$ cat src/rtl/ircam_frame_ctrl.sv
// Double-buffered IR frame capture: streams pixels into one of two banks and
// offers completed frames to a consumer through a claim/release handshake.
module ircam_frame_ctrl #(
    parameter int PIX_PER_FRAME = 768
) (
    input  logic        clk,
    input  logic        rst,
    input  logic        sof,
    input  logic        pix_valid,
    input  logic [7:0]  pix_data,
    input  logic        rd_start,
    input  logic        rd_done,
    output logic        wr_en,
    output logic        wr_bank,
    output logic [9:0]  wr_addr,
    output logic [7:0]  wr_data,
    output logic        frame_ready,
    output logic        rd_bank,
    output logic        busy,
    output logic [15:0] frame_cnt,
    output logic [15:0] drop_cnt
);
    typedef enum logic [1:0] {B_EMPTY, B_FILLING, B_FULL, B_READING} bank_st_t;
    typedef enum logic {S_IDLE, S_CAPTURE} state_t;

    state_t     state, state_nxt;
    bank_st_t   bank [2];
    bank_st_t   bank_nxt [2];
    logic       fill_bank, last_wr_bank;
    logic [9:0] pix_cnt, cnt_now;
    logic       any_empty, pick_bank, start, drop, act_bank, accept, last_pix;
    logic       ready_now, offer_now, ready_post, offer_post;

    // {ready, bank}: the oldest FULL bank is offered only while nothing is being read
    function automatic logic [1:0] offer(input bank_st_t b0, input bank_st_t b1, input logic last);
        logic f0, f1, rdg;
        f0  = (b0 == B_FULL);
        f1  = (b1 == B_FULL);
        rdg = (b0 == B_READING) || (b1 == B_READING);
        return {!rdg && (f0 || f1), (f0 && f1) ? ~last : f1};
    endfunction

    assign {ready_now, offer_now} = offer(bank[0], bank[1], last_wr_bank);
    assign frame_ready = ready_now;
    assign rd_bank = (bank[1] == B_READING) ? 1'b1 :
                     (bank[0] == B_READING) ? 1'b0 : offer_now;

    always_comb begin
        any_empty = (bank[0] == B_EMPTY) || (bank[1] == B_EMPTY);
        pick_bank = (bank[0] == B_EMPTY && bank[1] == B_EMPTY) ? ~last_wr_bank
                                                               : (bank[0] != B_EMPTY);
        start     = sof && (state == S_IDLE) && any_empty;
        drop      = sof && !start;
        act_bank  = start ? pick_bank : fill_bank;
        cnt_now   = sof ? '0 : pix_cnt;
        accept    = pix_valid && (start || state == S_CAPTURE);
        last_pix  = accept && (cnt_now == 10'(PIX_PER_FRAME - 1));
    end

    always_comb begin
        state_nxt = state;
        case (state)
            S_IDLE:    if (start && !last_pix) state_nxt = S_CAPTURE;
            S_CAPTURE: if (last_pix) state_nxt = S_IDLE;
            default:   state_nxt = S_IDLE;
        endcase
    end

    always_comb begin
        busy = (state == S_CAPTURE);
    end

    // Release happens before claim, so a same-cycle rd_done/rd_start hands over the other bank.
    // The write side decides on the registered bank states, so a freed bank waits a cycle.
    always_comb begin
        bank_nxt = bank;
        if (rd_done) begin
            for (int b = 0; b < 2; b++)
                if (bank_nxt[b] == B_READING) bank_nxt[b] = B_EMPTY;
        end
        {ready_post, offer_post} = offer(bank_nxt[0], bank_nxt[1], last_wr_bank);
        if (rd_start && ready_post) bank_nxt[offer_post] = B_READING;
        if (start) bank_nxt[pick_bank] = B_FILLING;
        if (last_pix) bank_nxt[act_bank] = B_FULL;
    end

    always_ff @(posedge clk) begin
        if (rst) begin
            state        <= S_IDLE;
            bank[0]      <= B_EMPTY;
            bank[1]      <= B_EMPTY;
            fill_bank    <= 1'b0;
            last_wr_bank <= 1'b1;
            pix_cnt      <= '0;
            wr_en        <= 1'b0;
            wr_bank      <= 1'b0;
            wr_addr      <= '0;
            wr_data      <= '0;
            frame_cnt    <= '0;
            drop_cnt     <= '0;
        end else begin
            state     <= state_nxt;
            bank[0]   <= bank_nxt[0];
            bank[1]   <= bank_nxt[1];
            fill_bank <= act_bank;
            pix_cnt   <= cnt_now + 10'(accept);
            wr_en     <= accept;
            if (accept) begin
                wr_bank <= act_bank;
                wr_addr <= cnt_now;
                wr_data <= pix_data;
            end
            if (last_pix) begin
                last_wr_bank <= act_bank;
                frame_cnt    <= frame_cnt + 16'd1;
            end
            if (drop) drop_cnt <= drop_cnt + 16'd1;
        end
    end
endmodule

$ cat config.mk
export PLATFORM = sky130hd
export DESIGN_NAME = ircam_frame_ctrl
export DESIGN_NICKNAME = d
export VERILOG_FILES = /design/src/rtl/ircam_frame_ctrl.sv
export SDC_FILE = /design/constraint.sdc
export NUM_CORES = 1
export LEC_CHECK = 0
export ABC_AREA = 1
export BUFFER_PORTS_ARGS = -buffer_cell sky130_fd_sc_hd__buf_4
export CAP_MARGIN = 20
export CORE_UTILIZATION = 41
export CTS_BUF_LIST = sky130_fd_sc_hd__clkbuf_4 sky130_fd_sc_hd__clkbuf_8 sky130_fd_sc_hd__clkbuf_16
export DETAILED_ROUTE_END_ITERATION = 8
export GPL_TIMING_DRIVEN = 0
export SYNTH_ARGS = -nofsm -noshare
export SYNTH_HDL_FRONTEND = slang
export SYNTH_SLANG_ARGS = --single-unit
$ cat constraint.sdc
create_clock -name clk -period 5.3 [get_ports clk]
set_input_delay 0 -clock clk [delete_from_list [all_inputs] [get_ports clk]]
set_output_delay 0 -clock clk [all_outputs]
set_load 0.05 [all_outputs]
# Word level (Yosys, flattened, before mapping)
# Index checks and enable logic that the tools add are counted.
totals:
  register_bits: 69
  input_bits: 14
  out_inout_bits: 55
  word_cells: 92
op_classes:
  add_sub_neg: 3
  order_cmp: 6
  eq_ne: 9
  muxes: 22
  n_bitwise: 12
  reduce_logical: 28
ops:
  columns: ["op", "n"]
  rows:
  - ["16-bit by 1-bit adder with 16-bit output (second input constant)", 2]
  - ["2-bit equality test (second input constant)", 8]
  - ["4-bit 2-to-1 mux", 4]
  - ["1-bit logical AND", 15]
  - ["10-bit by 1-bit adder with 10-bit output", 1]
  - ["10-bit equality test (second input constant)", 1]
  - ["10-bit 2-to-1 mux", 1]
  - ["2-bit 2-to-1 mux", 5]
  - ["1-bit 2-to-1 mux", 8]
  - ["2-bit demux with 1-bit select", 3]
  - ["2-bit >= comparator (second input constant)", 3]
  - ["1-bit logical OR", 6]
  - ["2-bit by 1-bit less-than comparator with 1-bit output (second input constant)", 3]
  - ["1-bit inverter with 2-bit output", 3]
  - ["2-bit bitwise AND", 2]
  - ["1-bit logical NOT", 4]
  - ["2-bit logical NOT", 2]
  - ["2-bit inverter", 2]
  - ["2-bit OR", 2]
  - ["4-bit OR", 1]
  - ["1-bit inverter", 2]
  - ["1-bit case mux with 2 select lines", 1]
  - ["2-bit nonzero test", 1]

# Longest topological paths before layout
# Gate-level depths: netlist (run 1).
depth:
  depth_word: 17
  mapped_depth: 16
  mapped_depth_nobuf: 15

# Least setup slack after synthesis (run 1)
# OpenSTA, ideal clock, no wires.
synth_path:
  kind: "reg-to-reg"
  start: "register state (netlist: busy)"
  end: "register pix_cnt[6]"
  setup_ns: 0.122
  arrival_time_ns: 2.102
  required_ns: 5.178
  setup_slack_ns: 3.076
  path_stages_with_launch: 15
  n_path_buf: 1
  period_less_slack_ns: 2.224
  cell_sequence: "dfxtp_1 nor2_2 nand2_2 nand2_1 nand2_2 clkinv_2 buf_6 ha_1 ha_1 inv_1 nor2_1 inv_1 nor2_1 o21ai_0 a21oi_1"
synth_between:
  elab_chain_cells: 6
synth_rtl:
  columns: ["item", "line", "rtl"]
  rows:
  - ["start: declaration", "26", "state_t state, state_nxt;"]
  - ["start signal: assignment", "102", "state <= state_nxt;"]
  - ["1-bit inverter", null, null]
  - ["1-bit logical AND (2 in a row)", "52", "start = sof && (state == S_IDLE) && any_empty;"]
  - ["1-bit logical OR *", "56", "accept = pix_valid && (start || state == S_CAPTURE);"]
  - ["1-bit logical AND *", "56", null]
  - ["net accept", "31", "logic any_empty, pick_bank, start, drop, act_bank, accept, last_pix;"]
  - ["10-bit by 1-bit adder with 10-bit output *", "106", "pix_cnt <= cnt_now + 10'(accept);"]
  - ["end signal: assignment", "106", null]
  - ["end: declaration", "30", "logic [9:0] pix_cnt, cnt_now;"]
# Mark *: on every way through the listed nets, which the timed path passes. The rest lies on a longest branch.
# A chain may end at the register's enable or synchronous reset.

# Final worst setup path (run 1)
layout_path:
  start: "register bank[2] (netlist bit)"
  end: "register pix_cnt[6]"
layout_between:
  elab_chain_cells: 6
layout_rtl:
  columns: ["item", "line", "rtl"]
  rows:
  - ["start: declaration", "27", "bank_st_t bank [2];"]
  - ["2-bit logical NOT", "49", "any_empty = (bank[0] == B_EMPTY) || (bank[1] == B_EMPTY);"]
  - ["1-bit logical OR", "49", null]
  - ["1-bit logical AND", "52", null]
  - ["1-bit logical OR", "56", null]
  - ["1-bit logical AND", "56", null]
  - ["net accept", "31", null]
  - ["10-bit by 1-bit adder with 10-bit output", "106", null]
# The timed path passes the listed nets, and every way through them passes these cells.

==> results.json, run 1 <==
{
  "cts_buffers": 9,
  "ys_warn_count": 0,
  "clk-insertion-delay-late_ps": 350,
  "drv_cap": 0,
  "syn_nets": 518,
  "ios": 69,
  "clock-root-buffer": "clkbuf_8",
  "clkTransAtPathRegs_ps": 80,
  "tightest_slew_ps": 634,
  "crit_path_max_fanout": 10,
  "powerDensity_mw_per_mm2": 270,
  "synth_top_family_by_area": "simple AND/OR/NAND/NOR gates",
  "cts_tree": "done",
  "grt_pass1_wl_mm": 13.5,
  "die_w_um": 93.1,
  "hp-class": "in -> reg",
  "setup_viol": 0,
  "syn-cell-area_mm2": 0.00340,
  "ctsLongestPathBuffers": 2,
  "die_h_um": 93.1,
  "fin_tns_setup_ps": 0,
  "max_clock_freq_ghz": 0.413,
  "postSynth.asyncResetShare_pct": 0,
  "synthCells": 500,
  "cts_setup_buffers": 0,
  "grt_max_degree": 14,
  "drive_above_1_share_pct": 20.0,
  "hold-worst-slack_ps": 4.45,
  "end_kind": "register",
  "worst_ep_arrival_time_ps": 2710,
  "fp-row-count": 32,
  "drt_iter0_drc": 99,
  "cp_slowest_stage_delay_ps": 310,
  "fin_nets": 604,
  "ys_seq_area_share_pct": 40.6,
  "routed_wl_mm": 8.06,
  "cts_max_level": 3,
  "dpl.hpwl_mm": 5.86,
  "crit_family": "simple AND/OR/NAND/NOR gates",
  "synthSimpleGateAreaFrac_pct": 36.7,
  "rsz0062_at_grt": "false",
  "cts_num_sinks": 69,
  "synth_seq_cells": 69,
  "clock_skew_ps": 7.89,
  "drc": 0,
  "antenna_found_initial": 0,
  "viasPerCell": 4.75,
  "crit_type": "reg -> reg",
  "vias": 3292,
  "fill_cells": 771,
  "synth_xor_area_share_pct": 0.515,
  "maxSlewViolCount": 0,
  "wire_per_inst_um": 11.6,
  "synth_cell_type_count": 33,
  "gr-usage-all-layers_pct": 19.7,
  "status": "finished, final reports clean",
  "slew_headroom_pct": 57.7,
  "grt_pass1_vias": 2988,
  "synth-adder-area-share_pct": 1.47,
  "initial_core_util_pct": 43.1,
  "leakage_nw": 1.80,
  "gp_congestion": 0.805,
  "area.growth.synth_to_final_pct": 27.6,
  "period_share_pct": 45.7,
  "synth-edff-count": 0,
  "critPathLaunchType": "register",
  "cp.required_ps": 5580,
  "worstPathCellList": "inv_1, nand2_1, nand2_1, nand2_2, nand2_1, nand2_2, clkinv_2, buf_6, ha_1, ha_1, inv_1, nor2_1, inv_1, nor2_1, o21ai_0, a21oi_1",
  "synth-compound-area-share_pct": 11.1,
  "antenna_left": 0,
  "finalCriticalPeriod_ps": 2420,
  "synth_mux_area_share_pct": 0,
  "syn_avg_cell_area_um2": 6.80,
  "drt_pre_antenna_iters": 4,
  "finalHoldViolCount": 0,
  "io_buffer_count": 66,
  "grt_overflow": 0,
  "slowest_stage": "dfxtp_1",
  "critical_path_buf_inv_count": 5,
  "die_area_mm2": 0.00866,
  "ys.flop_type": "dfxtp_1",
  "num_antenna_cells": 0,
  "cts_resized": 0,
  "ir_drop_mv": 0.136,
  "core_area_mm2": 0.00789
}
==> through the flow <==
| step | area [µm²] | setup slack, ps | utilization, % | power, W | cells |
|---|---|---|---|---|---|
| finish | 4340 | 2880 | 55.0 | 0.00117 | 693 |
| global route | 4340 | 2570 | 55.0 | 0.00122 | 693 |
| CTS | 4340 | 2850 | 55.0 | 0.00118 | 693 |
| detailed placement | 4020 | 2860 | 51.0 | 0.000696 | 668 |
| global placement | 4020 | 2910 | 51.0 | 0.000695 | 668 |
| floorplan | 3400 | 3080 | - | 0.000652 | 500 |
==> repair_timing <==
| action | in CTS | in global routing |
|---|---|---|
| hold endpoints to repair | 9 | 0 |
| setup endpoints to repair | 0 | 0 |
| hold buffers | 9 | 0 |
==> synthesized netlist by cell type (3+ instances only) <==
master | count | area (µm²)
a21oi_1 | 29 | 145
buf_6 | 3 | 33.8
clkbuf_1 | 5 | 18.8
dfxtp_1 | 69 | 1380
ha_1 | 4 | 50.1
inv_1 | 54 | 203
nand2_1 | 113 | 424
nand2_2 | 4 | 25.0
nand3_1 | 21 | 105
nand4_1 | 9 | 56.3
nor2_1 | 118 | 443
nor2_4 | 11 | 124
nor3_1 | 6 | 30.0
o21ai_0 | 30 | 150
o21ai_2 | 3 | 26.3
o21bai_2 | 3 | 33.8
==> power breakdown <==
part,leakage (nW),internal [W],switching (W)
sequential,0.560,0.000534,0.00000866
combinational,1.14,0.0000474,0.0000989
clock,0.102,0.000266,0.000216
==> tightest hold or removal path, cell delays in order <==
cell     delay, ps
buf_4          100
a21oi_1         60
nor2_1         110
nor2_1          40
==> path summary, 6_finish.rpt <==
| path | start | cells after the start | slack [ps] | to |
|---|---|---|---|---|
| worst max-delay path | bank[2] | 16 | 2880 | pix_cnt[6] |
| worst min-delay path | rd_done | 4 | 4 | bank[1] |
| worst max register to register | bank[2] | 16 | 2880 | pix_cnt[6] |
| worst min register to register | wr_addr[4] | 2 | 470 | wr_addr[4] |
==> metal layers <==
layer	global-route usage, %	routed length, µm
met5	0	0
met4	8.08	94
met3	3.33	277
met2	33.9	3810
met1	24.2	3880
==> flip-flops by register name (all words and copies together) (netlist names), 4 cells and up <==
register   count
bank           4
drop_cnt      16
wr_addr       10
pix_cnt       10
wr_data        8
frame_cnt     16
==> final cells by class <==
cell class,count,area [µm²],area share [%]
well taps,102,128,2.94
multi-input cells,360,1690,39.0
clock inverters,7,100,2.31
repair buffers,75,586,13.5
plain buffers,14,105,2.42
inverters,57,223,5.13
flip-flops and latches,69,1380,31.8
clock buffers,9,124,2.86
==> cell usage in the layout (no fill, tap or decap), drive strengths merged, types with 4 or more instances in the layout <==
cell type,n
nor3,6
nand2,117
clkbuf,16
dfxtp,69
nand3,23
buf,73
a21oi,29
inv,56
nand4,9
o21ai,33
dlygate4sd3,9
o21bai,4
nor2,130
ha,4
==> kinds of logic (layout without fill, tap and decap cells) <==
| logic type | Yosys count | after routing |
|---|---|---|
| AND/OR/NAND/NOR | 286 | 286 |
| AO/OA/AOI/OAI | 68 | 68 |
| flip-flops | 69 | 69 |
| adder cells (fa/ha/maj) | 4 | 4 |
| XOR/XNOR | 2 | 2 |
| buffers and inverters | 71 | 162 |
Note: power is estimated with default switching activity, not from simulation.
==> inputs of run 2 (changes only) <==
==> constraint.sdc (replaced) <==
create_clock -name clk -period 2.55 [get_ports clk]
set_input_delay 0 -clock clk [delete_from_list [all_inputs] [get_ports clk]]
set_output_delay 0 -clock clk [all_outputs]
set_load 0.05 [all_outputs]
==> run 2 against run 1 <==
Net effect:
- clock-buffer cell count is the same
- sequential power rose by 110%
- utilization up 0.13 points
- maximum frequency increased by 7.8%
- final area grew 0.23%
- largest cell class unchanged
==> results.json, run 2 (synthesis results as in run 1) <==
{
  "status": "finished, final reports clean",
  "maxSlewViolCount": 0,
  "worst_ep_arrival_time_ps": 2530,
  "fin_nets": 604,
  "powerDensity_mw_per_mm2": 560,
  "antenna_found_initial": 0,
  "hold-worst-slack_ps": 5.99,
  "io_buffer_count": 66,
  "cts_max_level": 3,
  "cts_buffers": 9,
  "cts_setup_buffers": 0,
  "final_cell_mix": "nor2_1, nand2_1, dfxtp_1",
  "fill_cells": 768,
  "critPathLaunchType": "register",
  "vias": 3290,
  "tightest_slew_ps": 624,
  "num_antenna_cells": 0,
  "cp.required_ps": 2830,
  "hp-class": "in -> reg",
  "rsz0062_at_grt": "false",
  "reg.largest.list": "drop_cnt (16), frame_cnt (16)",
  "period_share_pct": 88.0,
  "drc": 0,
  "drive_above_1_share_pct": 20.3,
  "ios": 69,
  "die_area_mm2": 0.00866,
  "slew_headroom_pct": 58.4,
  "crit_type": "reg -> reg",
  "drv_cap": 0,
  "clkTransAtPathRegs_ps": 80,
  "initial_core_util_pct": 43.1,
  "area.growth.synth_to_final_pct": 27.9,
  "finalHoldViolCount": 0,
  "drt_pre_antenna_iters": 4,
  "die_w_um": 93.1,
  "core_area_mm2": 0.00789,
  "finalCriticalPeriod_ps": 2250,
  "setup_viol": 0,
  "grt_pass1_vias": 2988,
  "layout_commonest_cell": "nor2_1",
  "dpl.hpwl_mm": 5.86,
  "cp_slowest_stage_delay_ps": 310,
  "grt_max_degree": 14,
  "cts_num_sinks": 69,
  "gr-usage-all-layers_pct": 19.7,
  "fp-row-count": 32,
  "clk-insertion-delay-late_ps": 350,
  "die_h_um": 93.1,
  "ir_drop_mv": 0.283,
  "viasPerCell": 4.75,
  "max_clock_freq_ghz": 0.445,
  "crit_path_max_fanout": 10,
  "cts_tree": "done",
  "antenna_left": 0,
  "leakage_nw": 1.80,
  "clock_skew_ps": 7.97,
  "worstPathCellList": "inv_1, nand2_1, nand2_1, nand2_2, nand2_1, nand2_2, clkinv_2, buf_6, ha_2, ha_1, inv_1, nor2_4, inv_1, nor2_1, o21ai_0, a21oi_1",
  "ctsLongestPathBuffers": 2,
  "grt_overflow": 0,
  "grt_pass1_wl_mm": 13.5,
  "wire_per_inst_um": 11.6,
  "routed_wl_mm": 8.07,
  "gp_congestion": 0.805,
  "clock-root-buffer": "clkbuf_8",
  "drt_iter0_drc": 99,
  "end_kind": "register",
  "fin_tns_setup_ps": 0,
  "slowest_stage": "dfxtp_1"
}
## run 2: cell types whose count changed in the layout (fill, tap and decap cells not counted)
cell	before	now
ha_1	4	3
ha_2	0	1
nor2_1	118	117
nor2_4	11	12
## run 2: worst paths after layout
path	startpoint	to	slack (ps)	depth (start not counted)
max	bank[2]	pix_cnt[6]	300	16
min	rd_done	bank[1]	6	4
min reg2reg	wr_addr[4]	wr_addr[4]	470	2
max reg2reg	bank[2]	pix_cnt[6]	300	16
## run 2: per-stage QoR
step	utilization, %	total power, W	instance area [µm²]	setup slack (ps)	std cells
finish	55.1	0.00243	4350	305	693
global route	55.1	0.00253	4350	26.9	693
CTS	55.0	0.00246	4340	104	693
detailed placement	51.0	0.00145	4020	113	668
global placement	51.0	0.00144	4020	159	668
floorplan	-	0.00136	3400	326	500
## run 2: power breakdown
| part | leakage [nW] | switching [W] | internal, W | total, W |
|---|---|---|---|---|
| Sequential | 0.560 | 0.0000181 | 0.00111 | 0.00113 |
| Clock | 0.102 | 0.000449 | 0.000553 | 0.00100 |
| Combinational | 1.14 | 0.000206 | 0.0000986 | 0.000304 |
## run 2: final cells by class
cell class	count	area, µm²	share of cell area [%]
buffer	14	105	2.42
inverter	57	223	5.12
tap	102	128	2.94
multi-input combinational	360	1700	39.1
clock buffer	9	124	2.85
timing repair buffer	75	586	13.5
sequential	69	1380	31.8
clock inverter	7	100	2.30
## run 2: repair_timing
item / 4_1_cts / 5_1_grt
setup endpoints to repair: 0 / 3
resized for setup: 0 / 3
hold endpoints to repair: 9 / 0
hold buffers: 9 / 0
## run 2: worst max-delay path, delay by kind of cell (launching register included)
kind / cells / cell delay, ps
AO/OA/AOI/OAI: 2 / 230
adder cells (fa/ha/maj): 2 / 420
buffers and inverters: 5 / 500
flip-flops: 1 / 310
AND/OR/NAND/NOR: 7 / 710
## run 2: layer usage
metal	up-vias	wire (µm)	GRT usage, %
met5	-	0	0
met4	0	94	8.08
met3	8	303	3.33
met2	54	3800	33.9
met1	1481	3870	24.2
li1	1747	-	-
